==> config.mk <==
export PLATFORM = sky130hd
export DESIGN_NAME = button_event
export DESIGN_NICKNAME = d
export VERILOG_FILES = /design/src/rtl/button_event.sv
export SDC_FILE = /design/constraint.sdc
export NUM_CORES = 1
export LEC_CHECK = 0
export ABC_CLOCK_PERIOD_IN_PS = 2100
export CORE_MARGIN = 2
export CORE_UTILIZATION = 58
export CTS_CLUSTER_DIAMETER = 60
export DETAILED_ROUTE_END_ITERATION = 16
export PLACE_DENSITY_LB_ADDON = 0.1
export SETUP_SLACK_MARGIN = 0.4
export SYNTH_ARGS = -nofsm -noshare
export SYNTH_HDL_FRONTEND = slang
export SYNTH_SLANG_ARGS = --single-unit
==> constraint.sdc <==
create_clock -name clk -period 2.1 [get_ports clk]
set_input_delay 0.315 -clock clk [delete_from_list [all_inputs] [get_ports clk]]
set_output_delay 0.315 -clock clk [all_outputs]
set_load 0.005 [all_outputs]
==> src/rtl/button_event.sv <==
// button_event: turns a debounced button level into single-cycle press,
// release, long-press and auto-repeat strobes, plus a wrapping press counter.
module button_event #(
  parameter int unsigned LONG_CYCLES   = 50_000_000,
  parameter int unsigned REPEAT_CYCLES = 10_000_000,
  parameter bit          REPEAT_EN     = 1'b1
) (
  input  logic       clk,
  input  logic       rst_n,
  input  logic       pb_deb,
  output logic       press_pulse,
  output logic       release_pulse,
  output logic       long_pulse,
  output logic       repeat_pulse,
  output logic       held,
  output logic [7:0] press_count
);

  localparam int unsigned MAX_CYC = (LONG_CYCLES > REPEAT_CYCLES) ? LONG_CYCLES : REPEAT_CYCLES;
  localparam int unsigned CW      = (MAX_CYC > 1) ? $clog2(MAX_CYC) : 1;
  localparam logic [CW-1:0] LONG_LAST = CW'(LONG_CYCLES - 1);
  localparam logic [CW-1:0] REP_LAST  = CW'(REPEAT_CYCLES - 1);

  typedef enum logic [1:0] {
    IDLE    = 2'd0,
    PRESSED = 2'd1,
    LONG    = 2'd2
  } state_e;

  state_e        state_q, state_d;
  logic [CW-1:0] cnt_q, cnt_d;
  logic          armed_q, armed_d;
  logic          press_pulse_q, press_pulse_d;
  logic          release_pulse_q, release_pulse_d;
  logic          long_pulse_q, long_pulse_d;
  logic          repeat_pulse_q, repeat_pulse_d;
  logic          held_q, held_d;
  logic [7:0]    press_count_q, press_count_d;

  // State, counter, arming flag and registered outputs
  always_ff @(posedge clk or negedge rst_n) begin
    if (!rst_n) begin
      state_q         <= IDLE;
      cnt_q           <= '0;
      armed_q         <= 1'b0;
      press_pulse_q   <= 1'b0;
      release_pulse_q <= 1'b0;
      long_pulse_q    <= 1'b0;
      repeat_pulse_q  <= 1'b0;
      held_q          <= 1'b0;
      press_count_q   <= 8'd0;
    end else begin
      state_q         <= state_d;
      cnt_q           <= cnt_d;
      armed_q         <= armed_d;
      press_pulse_q   <= press_pulse_d;
      release_pulse_q <= release_pulse_d;
      long_pulse_q    <= long_pulse_d;
      repeat_pulse_q  <= repeat_pulse_d;
      held_q          <= held_d;
      press_count_q   <= press_count_d;
    end
  end

  // Next state and hold counter; release wins over long/repeat
  always_comb begin
    state_d = state_q;
    cnt_d   = cnt_q;
    armed_d = armed_q | ~pb_deb;
    case (state_q)
      IDLE: begin
        cnt_d = '0;
        if (armed_q && pb_deb) state_d = PRESSED;
      end
      PRESSED: begin
        if (!pb_deb) begin
          state_d = IDLE;
          cnt_d   = '0;
        end else if (cnt_q == LONG_LAST) begin
          state_d = LONG;
          cnt_d   = '0;
        end else begin
          cnt_d = cnt_q + CW'(1);
        end
      end
      LONG: begin
        if (!pb_deb) begin
          state_d = IDLE;
          cnt_d   = '0;
        end else if (!REPEAT_EN || cnt_q == REP_LAST) begin
          cnt_d = '0;
        end else begin
          cnt_d = cnt_q + CW'(1);
        end
      end
      default: begin
        state_d = IDLE;
        cnt_d   = '0;
      end
    endcase
  end

  // Strobe and status values to be registered alongside the state
  always_comb begin
    press_pulse_d   = 1'b0;
    release_pulse_d = 1'b0;
    long_pulse_d    = 1'b0;
    repeat_pulse_d  = 1'b0;
    held_d          = (state_d != IDLE);
    press_count_d   = press_count_q;
    case (state_q)
      IDLE: begin
        if (armed_q && pb_deb) begin
          press_pulse_d = 1'b1;
          press_count_d = press_count_q + 8'd1;
        end
      end
      PRESSED: begin
        if (!pb_deb)                 release_pulse_d = 1'b1;
        else if (cnt_q == LONG_LAST) long_pulse_d    = 1'b1;
      end
      LONG: begin
        if (!pb_deb)                             release_pulse_d = 1'b1;
        else if (REPEAT_EN && cnt_q == REP_LAST) repeat_pulse_d  = 1'b1;
      end
      default: ;
    endcase
  end

  assign press_pulse   = press_pulse_q;
  assign release_pulse = release_pulse_q;
  assign long_pulse    = long_pulse_q;
  assign repeat_pulse  = repeat_pulse_q;
  assign held          = held_q;
  assign press_count   = press_count_q;

endmodule

After elaboration in Yosys (flattened, before gate mapping) --
Index checks and enable logic that the tools add are counted.
Storage, ports and cells: bits in registers 42, input port bits 3, word-level logic and storage cells 42
Operators by class: add/sub/neg operators 2, equality and inequality tests 4, muxes and demuxes 20, bitwise gates (word level) 2, reductions and logical operators 5
Operators with widths (number):
- $mux W26 | 4
- $pmux W26 S2 | 1
- $add A26 B1 Y26 const B | 1
- $eq A26 B24 Y1 const B | 1
- $eq A26 B26 Y1 const B | 1
- $mux W1 | 10
- $add A8 B1 Y8 const B | 1
- $mux W2 | 4
- $pmux W2 S3 | 1
- $eq A2 B1 Y1 const B | 1
- $eq A2 B2 Y1 const B | 1
- $logic_not A2 Y1 | 1
- $reduce_and A2 Y1 | 1
- $reduce_bool A2 Y1 | 1
- $reduce_or A2 Y1 | 1
- $logic_and A1 B1 Y1 | 1
- $not A1 Y1 | 1
- $or A1 B1 Y1 | 1

Longest topological paths before layout --
Gate-level depths: netlist of run 1.
word-level depth 5, mapped depth 7, depth with buffers taken out 6

Worst setup path before layout of run 1 --
OpenSTA, ideal clock, no wires.
path type register -> register, start register cnt_q[0], end register cnt_q[20], arrival 1.608 ns, data required time 1.964 ns, setup slack 0.356 ns, cell stages (with the launch flop) 8, clock period less this slack 1.744 ns, cell sequence dfrtp_1 -> ha_1 -> and4_1 -> buf_4 -> nand4_2 -> o21ai_2 -> buf_2 -> a22oi_1
On the way: cells in the longest elaborated chain, start to end 4, elaborated cells between the ends (all ways) 8, those cells by class 1 x add/sub; 2 x eq/ne; 5 x mux
Ends and longest elaborated chain:
- start, declared | RTL line 31 | logic [CW-1:0] cnt_q, cnt_d;
- start signal, assigned | RTL line 54 | cnt_q <= cnt_d;
- $add A26 B1 Y26, or another cell as far along | RTL line 83, 93
- $mux W26, on equally long branches | RTL line 90, 79
- $mux W26, on equally long branches | RTL line 87, 76
- $pmux W26 S2 * | RTL line 70 | case (state_q)
- via cnt_d[20] | RTL line 31
The timed path passes the listed nets; every way through them passes the cells marked *. A chain may end at the register's enable or synchronous reset.

Worst setup path after layout of run 1 --
start register cnt_q[15], end register cnt_q[4]
On the way: cells in the longest elaborated chain, start to end 4, elaborated cells between the ends (all ways) 7, those cells by class 2 x eq/ne; 5 x mux
Ends and longest elaborated chain (RTL line):
- $eq A26 B24 Y1 / $eq A26 B26 Y1 (equally long branches) | 90, 79
- $mux W26, on equally long branches | 90, 79
- $mux W26, on equally long branches | 87, 76
- $pmux W26 S2 * | 70
- via cnt_d[4] | 31
Marked as above.

==> flow_summary.ini, run 1 <==
[timing]
rsz0062_at_grt = yes
slew_headroom_pct = 62.4
finalCritPeriodShare_pct = 84.1
fmax_ghz = 0.566
worst_pin_slew_ns = 0.564
holdWs_ns = -0.00735
layout_setup_ws_ns = 0.333
finalMaxSlewViolations = 0
layout_min_cycle_time_ns = 1.77
finClkSkew_ns = 0.00676
setup_tns_ns = 0
setup_violations = 0
finalHoldViolCount = 24

[layout]
fillers = 230
layout_commonest_cell = dfrtp_1
layout-drive-gt1-share_pct = 26.8
fin_util_pct = 77.0
multi_input_comb_area_um2 = 1160
seqCellArea_um2 = 1060
final_nets = 262
layout_common_cells = dfrtp_1 (36), buf_4 (29), nand4_1 (16), a21oi_1 (16), nand2_1 (15)
syn2layout_area_growth_pct = 28.4
diodes = 0

[worst_setup_path]
cp_cell_sequence = and3_4, or4b_4, o21ai_4, clkbuf_16, a21oi_1
cp-end-kind = flip-flop
required_ns = 2.29
critPathLaunch = cnt_q[15]
crit_arrival_ns = 1.95
path_class = reg -> reg
worst-path-max-fanout = 13
r2r_start = cnt_q[15]
slowest_stage = or4b_4
cp_slowest_stage_delay_ns = 0.50
start_kind = flip-flop

[synthesis]
synth.cell_area_um2 = 2200
seq_area_frac_synth_pct = 47.8
syn_avg_cell_area_um2 = 10.5
ys_async_sr_fraction_pct = 100
synth.distinct_cells = 40
synth_nets = 219
synth_seq_cells = 42
synth_edf_count = 0
syn_inst = 210
synth_largest_area_cell = dfrtp_1
synth_top_cell_area_share_pct = 47.8
yosysWarningCount = 0
synthFlopType = dfrtp_1
synth_area_leaders = dfrtp_1 (48%), xor2_1 (5.6%), nand4_1 (4.6%)

[clock_network]
cts.sinks = 42
root_buffer = clkbuf_8
cts_tree = built
htree_levels = 2
path_clk_slew_ns = 0.08
numCtsBuffers = 5
clk_latency_ns = 0.31
cts_hold_buf = 0
cts_buffer_depth = 2

[drt]
num_vias = 1899
drt-vias-per-instance = 6.29
routed_wl_um = 5200
drtIter0Drc = 153
first_pass_iters = 4
drc = 0
wl_per_cell_um = 17.2
antenna_left = 0

[die]
pin_count = 16
die_h_um = 65.5
start_util_pct = 60.0
coreArea_um2 = 3660
num_rows = 22
fp.dieW_um = 65.5
dieArea_um2 = 4300

[global_routing]
grt_usage_pct = 25.7
grt_max_degree = 27
grt_pass1_vias = 1795
gr-total-overflow = 0
grt_pass1_wl_um = 8410
antenna_found_initial = 0

[place]
dpl.hpwl_um = 3190
gp_congestion = 0.876
io_buffers = 15
dp_slack_ns = 0.123

[outcome]
status = finished, violations left
violations = negative hold slack

[pwr]
p_per_area_nw_per_um2 = 721
leakagePower_uw = 0.00114
ir_drop_v = 0.000404

[job]
maxCapViolCount = 0

[hold_path]
worstHoldPathType = in -> async
==> per-stage QoR <==
stage	power, uW	area, um^2	hold slack [ns]	instances
floorplan	1220	2210	0.0194	210
global placement	1430	2450	0.328	273
detailed placement	1460	2450	0.339	273
finish	2030	2820	-0.00735	302
global route	2140	2820	0.0442	302
CTS	2010	2690	0.0164	293
==> timing repair <==
action	CTS	global route
resized for setup	15	12
buffers inserted	12	8
pin swaps	2	1
endpoints found under the setup margin	31	32
cloned	0	1
==> metal layers <==
| layer | vias to the layer above | part of all wire, % | track usage, % |
|---|---|---|---|
| met5 | - | 0 | 0 |
| met4 | 0 | 1.3 | 9.90 |
| met3 | 8 | 3.8 | 5.31 |
| met2 | 52 | 54 | 44.6 |
| met1 | 968 | 41 | 31.4 |
| li1 | 871 | - | - |
==> power by group <==
| part | internal (uW) | total, uW | leakage (uW) | switching, uW |
|---|---|---|---|---|
| combinational | 280 | 501 | 0.000536 | 221 |
| clock | 264 | 549 | 0.0000472 | 285 |
| sequential | 896 | 983 | 0.000557 | 86.3 |
==> registers in the layout, summed over array words and instances, names as in the netlist <==
signal	cells
cnt_q	26
press_count	8
state_q	2
armed_q	1
held	1
long_pulse	1
press_pulse	1
release_pulse	1
repeat_pulse	1
==> cell families after synthesis <==
kind of cell,after synthesis,share of synthesized area [%]
XOR/XNOR,21,8.37
AO/OA/AOI/OAI,45,13.7
buffers and inverters,16,4.16
flip-flops,42,47.8
AND/OR/NAND/NOR,80,22.6
adder cells (fa/ha/maj),6,3.42
==> layout make-up <==
cell class	instances	share of cell area, %
clock buffer	6	2.93
clock inverter	2	0.444
sequential	42	37.5
timing repair buffer	47	15.2
inverter	5	0.665
multi-input combinational	152	41.1
tap	48	2.13
==> synth_stat cells, drive strengths merged, types with 2 or more instances <==
library cell	n
dfrtp	42
nand4	17
a21oi	16
nand2	15
xor2	14
nand3	11
a22oi	10
buf	9
o21ai	8
or4	7
xnor2	7
and4	6
ha	6
o31ai	6
inv	5
or3	5
and3	3
nor2	3
clkbuf	2
nor3	2
nor3b	2
nor4	2
nor4b	2
==> critical path: cells and delay by family (launching register included) <==
kind | cells | cell delay (ns)
AND/OR/NAND/NOR | 2 | 0.74
AO/OA/AOI/OAI | 2 | 0.30
buffers and inverters | 1 | 0.21
flip-flops | 1 | 0.39
==> worst paths after layout <==
| path | cells past startpoint | slack (ns) | to |
|---|---|---|---|
| max reg2reg | 5 | 0.33 | cnt_q[4] |
| min | 1 | -0.007 | held |
| min in group clk | 1 | 0.49 | press_count[7] |
| min reg2reg | 1 | 0.49 | press_count[7] |
| max in group asynchronous | 2 | 1.53 | cnt_q[7] |
| max | 5 | 0.33 | cnt_q[4] |
(Power assumes the default switching activity.)
==> inputs of run 2 (changes only) <==
--- a/config.mk
+++ b/config.mk
@@ -5,9 +5,9 @@
 export SDC_FILE = /design/constraint.sdc
 export NUM_CORES = 1
 export LEC_CHECK = 0
-export ABC_CLOCK_PERIOD_IN_PS = 2100
+export ABC_CLOCK_PERIOD_IN_PS = 1500
 export CORE_MARGIN = 2
-export CORE_UTILIZATION = 58
+export CORE_UTILIZATION = 52
 export CTS_CLUSTER_DIAMETER = 60
 export DETAILED_ROUTE_END_ITERATION = 16
 export PLACE_DENSITY_LB_ADDON = 0.1
==> constraint.sdc (replaced) <==
create_clock -name clk -period 1.5 [get_ports clk]
set_input_delay 0.225 -clock clk [delete_from_list [all_inputs] [get_ports clk]]
set_output_delay 0.225 -clock clk [all_outputs]
set_load 0.005 [all_outputs]
==> run 2 against run 1 <==
Effect of this change:
- the flow finishes with violations (negative setup slack)
- wire length rose by 31%
- via count rose by 15%
- global-route usage rose by 2.5 points
- register-to-register slack got worse by 0.57 ns
- core utilization rose by 6.6 points
- total power rose by 61%
- largest power group unchanged
==> flow_summary.ini, run 2 (synthesized netlist as in run 1, its figures left out) <==
[job]
maxCapViolCount = 0

[timing]
holdWs_ns = 0.508
finalHoldViolCount = 0
finalCritPeriodShare_pct = 116
finalMaxSlewViolations = 0
layout_min_cycle_time_ns = 1.74
layout_setup_ws_ns = -0.238
finClkSkew_ns = 0.00822
setup_violations = 30
rsz0062_at_grt = yes
worst_pin_slew_ns = 0.528
slew_headroom_pct = 64.8
fmax_ghz = 0.575

[drt]
num_vias = 2185
first_pass_iters = 5
wl_per_cell_um = 18.6
routed_wl_um = 6810
drt-vias-per-instance = 5.97
drc = 0
drtIter0Drc = 108
antenna_left = 0

[worst_setup_path]
required_ns = 1.73
cp-end-kind = flip-flop
path_class = reg -> reg
start_kind = flip-flop
crit_arrival_ns = 1.96
worst-path-max-fanout = 8

[layout]
layout-drive-gt1-share_pct = 50.3
regMostFlops = cnt_q
final_nets = 324
diodes = 0
layout_commonest_cell = buf_4
largest_register_ffs = 26
syn2layout_area_growth_pct = 53.4
layout_common_cells = buf_4 (78), dfrtp_1 (42), nand4_1 (16), a21oi_1 (16), xor2_1 (14)
design_area_um2 = 3370

[clock_network]
numCtsBuffers = 5
root_buffer = clkbuf_8
cts.sinks = 42
path_clk_slew_ns = 0.09
clk_latency_ns = 0.31
htree_levels = 2
cts_tree = built
cts_buffer_depth = 2

[die]
coreArea_um2 = 4030
fp.dieW_um = 69
die_h_um = 69
pin_count = 16
start_util_pct = 54.5
dieArea_um2 = 4760
num_rows = 23

[pwr]
ir_drop_v = 0.000501
leakagePower_uw = 0.00154
p_per_area_nw_per_um2 = 973

[global_routing]
gr-total-overflow = 0
grt_pass1_vias = 2397
grt_max_degree = 43
antenna_found_initial = 0
grt_pass1_wl_um = 10700
grt_usage_pct = 28.2

[place]
dpl.hpwl_um = 3760
io_buffers = 15
place_area_um2 = 2900
gp_congestion = 0.853

[hold_path]
worstHoldPathType = in -> async

[outcome]
violations = negative setup slack
status = finished, violations left
-- run 2: changes by cell type in the layout (fill, tap and decap cells not counted), moves of 5 or more --
cell             change
dfrtp_2              -6
dfrtp_1              +6
buf_4               +49
buf_6               +13
clkdlybuf4s50_1     -13
buf_2               +10
nand2_1              -5
-- run 2: where the power goes --
| part | leakage [uW] | internal, uW | switching (uW) |
|---|---|---|---|
| Clock | 0.0000447 | 336 | 428 |
| Sequential | 0.000567 | 1260 | 72.3 |
| Combinational | 0.000931 | 622 | 568 |
-- run 2: worst paths after layout --
path / from / to / slack, ns / depth (start not counted)
setup reg to reg: cnt_q[11] / cnt_q[25] / -0.24 / 5
hold reg to reg: cnt_q[0] / cnt_q[0] / 0.56 / 2
hold / removal: rst_n / state_q[1] / 0.51 / 3
setup / recovery: cnt_q[11] / cnt_q[25] / -0.24 / 5
max in group asynchronous: rst_n / cnt_q[21] / 0.62 / 3
min in group clk: cnt_q[0] / cnt_q[0] / 0.56 / 2
-- run 2: critical path, cell delays in order (launching register included) --
cell and delay [ns]:
dfrtp_1 0.46, and4_4 0.27, nand4_1 0.14, buf_6 0.17
or4_4 0.47, a22oi_2 0.15
-- run 2: stage by stage --
stage / util [%] / std cells / worst slack, ns / power [uW] / setup TNS [ns]
6_report: 83.7 / 366 / -0.238 / 3280 / -5.77
5_1_grt: 83.7 / 366 / -0.305 / 3460 / -7.80
4_1_cts: 80.9 / 360 / -0.211 / 3100 / -4.27
3_5_place_dp: 72.0 / 328 / -0.292 / 2110 / -6.74
3_3_place_gp: 72.0 / 328 / -0.261 / 2080 / -6.03
2_1_floorplan: - / 210 / -0.216 / 1760 / -4.58
-- run 2: repair_timing --
action	4_1_cts	5_1_grt
hold buffers	1	0
pin swaps	22	11
resized for setup	75	22
hold endpoints to repair	34	0
setup buffers	23	6
endpoints found under the setup margin	50	42
-- run 2: metal layers --
metal | share of wire (%) | wire, um | vias up | track usage, %
met5 | 0 | 0 | - | 0
met3 | 3.9 | 267 | 27 | 5.85
met4 | 3.2 | 220 | 0 | 13.1
met2 | 54 | 3700 | 79 | 51.9
li1 | - | - | 1000 | -
met1 | 39 | 2630 | 1079 | 30.6
-- run 2: area by class of cell --
cell class / count / area (um^2)
multi-input combinational: 152 / 1280
sequential: 42 / 1050
timing repair buffer: 109 / 862
fill: 200 / 658
clock buffer: 5 / 68.8
tap: 50 / 62.6
clock inverter: 3 / 25.0
inverter: 5 / 21.3
